`src/rtl/fetch_unit.sv`:
```
// fetch_unit: RV32I fetch front-end with credit-limited requests, in-order response FIFO and redirect flush
module fetch_unit #(
  parameter logic [31:0] RESET_PC   = 32'h0000_0000,
  parameter int          FIFO_DEPTH = 2
) (
  input  logic        clk,
  input  logic        rst_n,
  output logic        imem_req_valid,
  input  logic        imem_req_ready,
  output logic [31:0] imem_req_addr,
  input  logic        imem_rsp_valid,
  input  logic [31:0] imem_rsp_data,
  input  logic        redirect_valid,
  input  logic [31:0] redirect_pc,
  output logic        instr_valid,
  input  logic        instr_ready,
  output logic [31:0] instr,
  output logic [31:0] instr_pc,
  output logic [31:0] instr_pc_plus4
);
  localparam int AW  = $clog2(FIFO_DEPTH);
  localparam int CW  = AW + 1;
  localparam int CW1 = CW + 1;
  logic [31:0]   fetch_pc_q, fetch_pc_d, rsp_pc_q, rsp_pc_d, target;
  logic [31:0]   data_q [FIFO_DEPTH];
  logic [31:0]   pc_q   [FIFO_DEPTH];
  logic [AW-1:0] rd_q, rd_d, wr_q, wr_d;
  logic [CW-1:0] occ_q, occ_d, outst_q, outst_d, drop_q, drop_d;
  logic [CW:0]   used;
  logic          boot_q, req_fire, push, pop;
  // credit counts buffered plus in-flight work; a same-cycle pop frees nothing
  assign used           = {1'b0, occ_q} + {1'b0, outst_q};
  assign imem_req_valid = rst_n && !boot_q && (used < CW1'(FIFO_DEPTH)) && !redirect_valid;
  assign imem_req_addr  = fetch_pc_q;
  assign instr_valid    = rst_n && (occ_q != '0) && !redirect_valid;
  assign instr          = data_q[rd_q];
  assign instr_pc       = pc_q[rd_q];
  assign instr_pc_plus4 = pc_q[rd_q] + 32'd4;
  assign target         = {redirect_pc[31:2], 2'b00};
  assign req_fire       = imem_req_valid && imem_req_ready;
  assign push           = imem_rsp_valid && !redirect_valid && (drop_q == '0);
  assign pop            = instr_valid && instr_ready;
  // next state: redirect flushes the buffer and turns every in-flight response into a drop
  always_comb begin
    outst_d    = outst_q + (req_fire ? CW'(1) : '0) - (imem_rsp_valid ? CW'(1) : '0);
    fetch_pc_d = redirect_valid ? target : fetch_pc_q + (req_fire ? 32'd4 : 32'd0);
    rsp_pc_d   = redirect_valid ? target : rsp_pc_q + (push ? 32'd4 : 32'd0);
    occ_d      = redirect_valid ? '0 : occ_q + (push ? CW'(1) : '0) - (pop ? CW'(1) : '0);
    drop_d     = redirect_valid ? outst_d : drop_q - ((imem_rsp_valid && drop_q != '0) ? CW'(1) : '0);
    rd_d       = redirect_valid ? '0 : rd_q + (pop ? AW'(1) : '0);
    wr_d       = redirect_valid ? '0 : wr_q + (push ? AW'(1) : '0);
  end
  // control state; boot_q suppresses requests for the first cycle out of reset
  always_ff @(posedge clk) begin
    if (!rst_n) begin
      fetch_pc_q <= RESET_PC;
      rsp_pc_q   <= RESET_PC;
      occ_q      <= '0;
      outst_q    <= '0;
      drop_q     <= '0;
      rd_q       <= '0;
      wr_q       <= '0;
      boot_q     <= 1'b1;
    end else begin
      fetch_pc_q <= fetch_pc_d;
      rsp_pc_q   <= rsp_pc_d;
      occ_q      <= occ_d;
      outst_q    <= outst_d;
      drop_q     <= drop_d;
      rd_q       <= rd_d;
      wr_q       <= wr_d;
      boot_q     <= 1'b0;
    end
  end
  // buffer storage needs no reset; occupancy alone defines validity
  always_ff @(posedge clk) begin
    if (push) begin
      data_q[wr_q] <= imem_rsp_data;
      pc_q[wr_q]   <= rsp_pc_q;
    end
  end
endmodule

```
`config.mk`:
```
export PLATFORM = sky130hd
export DESIGN_NAME = fetch_unit
export DESIGN_NICKNAME = d
export VERILOG_FILES = /design/src/rtl/fetch_unit.sv
export SDC_FILE = /design/constraint.sdc
export NUM_CORES = 1
export LEC_CHECK = 0
export CAP_MARGIN = 20
export CORE_MARGIN = 2
export CORE_UTILIZATION = 48
export DETAILED_ROUTE_END_ITERATION = 10
export GPL_TIMING_DRIVEN = 1
export PLACE_DENSITY = 0.87
export RECOVER_POWER = 100
export SLEW_MARGIN = 20
export SYNTH_ARGS = -nofsm -noshare
export SYNTH_HDL_FRONTEND = slang
export SYNTH_SLANG_ARGS = --single-unit
export TNS_END_PERCENT = 30
```
`constraint.sdc`:
```
create_clock -name clk -period 8.2 [get_ports clk]
set_clock_uncertainty 0.15 [all_clocks]
set_input_delay 1.23 -clock clk [delete_from_list [all_inputs] [get_ports clk]]
set_output_delay 1.23 -clock clk [all_outputs]
set_load 0.005 [all_outputs]
```
==> impl_metrics.toml <==
[detailed_routing]
wire_per_inst_um = 17.0
dr.first_iter.drc_count = 502
via_per_inst = 5.40
ant_nets = 0
vias = 6173
drt_wl_total_um = 19500
drt_first_pass_iters = 5
drc = 0

[layout]
final_cell_area_um2 = 11300
final_cell_mix = "dlygate4sd3_1 (133), edfxtp_1 (124), dfxtp_1 (69)"
n_fill_cell = 1407
multi_input_comb_area_um2 = 3340
antennaDiodeCount = 0
layout-drive-gt1-share = 0.0776
nNetsFinal = 985
final_common_cell = "dlygate4sd3_1"
seqCellArea_um2 = 5100
syn_to_final_growth_pct = 29.6
final_util = 0.632

[setup_path]
critPathCaptureType = "primary output"
crit_arrival_ps = 5190
criticalPathCategory = "register to primary output"
crit_family = "buffers and inverters"
critPathSlowestCell = "dfxtp_1"
path_cells = "buf_4 -> mux2i_1 -> inv_1 -> ha_1 -> nand4_1 -> a22oi_2 -> nand4_1 -> nor4_1 -> xor2_1 -> dlygate4sd3_1"
crit_fanout = 65
path_buf_inv = 3
worstSetupStartpointType = "register"
crit_path_max_incr_delay_ps = 1420
required_ps = 6820
crit_top_cell = "nand4_1"
reg2reg_slack_ps = 4220

[synth]
synth_cell_types = 54
seq_area_frac_synth = 0.585
syn-mean-instance-area_um2 = 12.1
ys.warnings.count = 0
syn_area_um2 = 8730
synth_edf_count = 124
ys.flop_type = "edfxtp_1"
synth_seq_cells = 193
synthArstFlopShare = 0
netlist_instances = 719

[timing]
fmax_mhz = 152
finalSetupViolCount = 0
post-route-min-period_ps = 6570
setup_tns_ps = 0
slew_headroom = -1.37
post-route-period-util = 0.802
slew_viol_final = 253
hold_violations = 0
rsz0062_at_grt = "no"
worst_slew_pin_slew_ps = 3550

[place]
place_area_um2 = 10800
place_hpwl_um = 13800
gp_congestion = 0.828
io_buffer_count = 191

[pwr]
leakage_nw = 4.01
fin_total_pwr_w = 0.00211
powerDensity_nw_per_um2 = 187
vdd_ir_drop_max_uv = 113

[clock_network]
ctsHoldBuffers = 0
clockRootBuffer = "clkbuf_16"
cts_resized = 0
clockBufferDepth = 2
cts.sinks = 193
clk-insertion-delay-late_ps = 430
cts-buffers-inserted = 17
cts_tree = "built"
ctsHtreeMaxLevel = 4
clk_pin_slew_ps = 70
post_cts_buffers = 0

[global_route]
antenna_found_initial = 0
grt_pass1_vias = 5944
grtUsageTotal = 0.200
grt_max_degree = 91
grt_pass1_wl_um = 30900
grt-ovfl-total = 0

[floorplan]
core_um2 = 17900
rows = 49
fp.dieH_um = 139
num_io_pins = 200
initial_utilization = 0.487
die_w_um = 139
die-area_um2 = 19300

[status]
outcome = "complete, but fails checks"
violations = "capacitance limit, slew limit"

[flow_run]
cap_violations = 4

[hold_path]
hold_class = "register to register"
## worst register-to-register path: stages, from the launching register on
cell and delay, ps:
dfxtp_1 320, nor2_1 130, nand3_1 120, inv_1 110, ha_1 150, clkbuf_1 2500
## logic make-up (layout without fill, tap and decap cells)
logic type,count (synthesis),count (layout),synth area share
AOI/OAI and AO/OA,118,118,0.0750
xor gates and xnor gates,83,83,0.0833
adders and majority gates,13,13,0.0195
buffers and inverters,61,252,0.0334
DFF,193,193,0.585
muxes,61,61,0.0771
other,1,6,0.000430
and+or+nand+nor,189,189,0.126
## sequential cells by signal (all words and copies together), names as in the netlist, 2 cells and up
register	flops
rsp_pc_q	30
drop_q	2
outst_q	2
pc_q	60
data_q	64
imem_req_addr	30
occ_q	2
## Yosys cell counts, drive strengths merged (2+ instances only)
library cell / number / share of area
nand3b: 7 / 0.0089
xnor2: 56 / 0.056
clkbuf: 16 / 0.0069
or2: 3 / 0.0022
and3: 15 / 0.011
edfxtp: 124 / 0.43
a22oi: 4 / 0.0040
xor2: 27 / 0.027
a21oi: 60 / 0.034
nor3: 11 / 0.0069
mux2i: 11 / 0.013
dfxtp: 69 / 0.16
and2: 5 / 0.0036
ha: 12 / 0.017
o21ai: 35 / 0.020
mux2: 50 / 0.065
inv: 24 / 0.010
or3: 3 / 0.0022
nor2b: 5 / 0.0036
and4b: 2 / 0.0023
nand3: 35 / 0.020
a21o: 4 / 0.0034
buf: 21 / 0.016
a32o: 2 / 0.0023
a211oi: 2 / 0.0017
nand4b: 3 / 0.0047
nand2: 36 / 0.015
and4: 8 / 0.0080
a31oi: 6 / 0.0043
nand4: 22 / 0.016
nor2: 21 / 0.0090
nor4: 9 / 0.0072
## through the flow
step	hold WS, ps	worst slack (ps)	cells
floorplan	282	4100	724
global placement	307	3130	1112
detailed placement	336	3050	1112
CTS	349	2580	1144
global route	363	1170	1144
finish	345	1630	1144
## final timing paths
check              start                 end  cells past startpoint
min reg2reg  rsp_pc_q[2]          pc_q[0][2]                      0
max                 rd_q  instr_pc_plus4[26]                     10
min          rsp_pc_q[2]          pc_q[0][2]                      0
max reg2reg    drop_q[1]       data_q[1][31]                      5
## power breakdown
| part | switching, W | internal, W | total [W] |
|---|---|---|---|
| Clock | 0.000377 | 0.000398 | 0.000775 |
| Combinational | 0.0000929 | 0.000117 | 0.000210 |
| Sequential | 0.0000393 | 0.00109 | 0.00112 |
| Total | 0.000509 | 0.00160 | 0.00211 |
## layout make-up
type                            count  share of cell area
Sequential cell                   193               0.451
Multi-Input combinational cell    470               0.295
Timing Repair Buffer              196               0.171
Clock buffer                       18              0.0380
Tap cell                          229              0.0253
Clock inverter                     14              0.0110
Inverter                           24             0.00797
## metal layers
metal  track usage  share of wire  vias to the layer above
met2         0.326           0.48                      207
met3        0.0456          0.060                       20
met5             0              0                        -
met4        0.0564          0.014                        0
li1              -              -                     2994
met1         0.272           0.45                     2952
(Power assumes the default switching activity.)
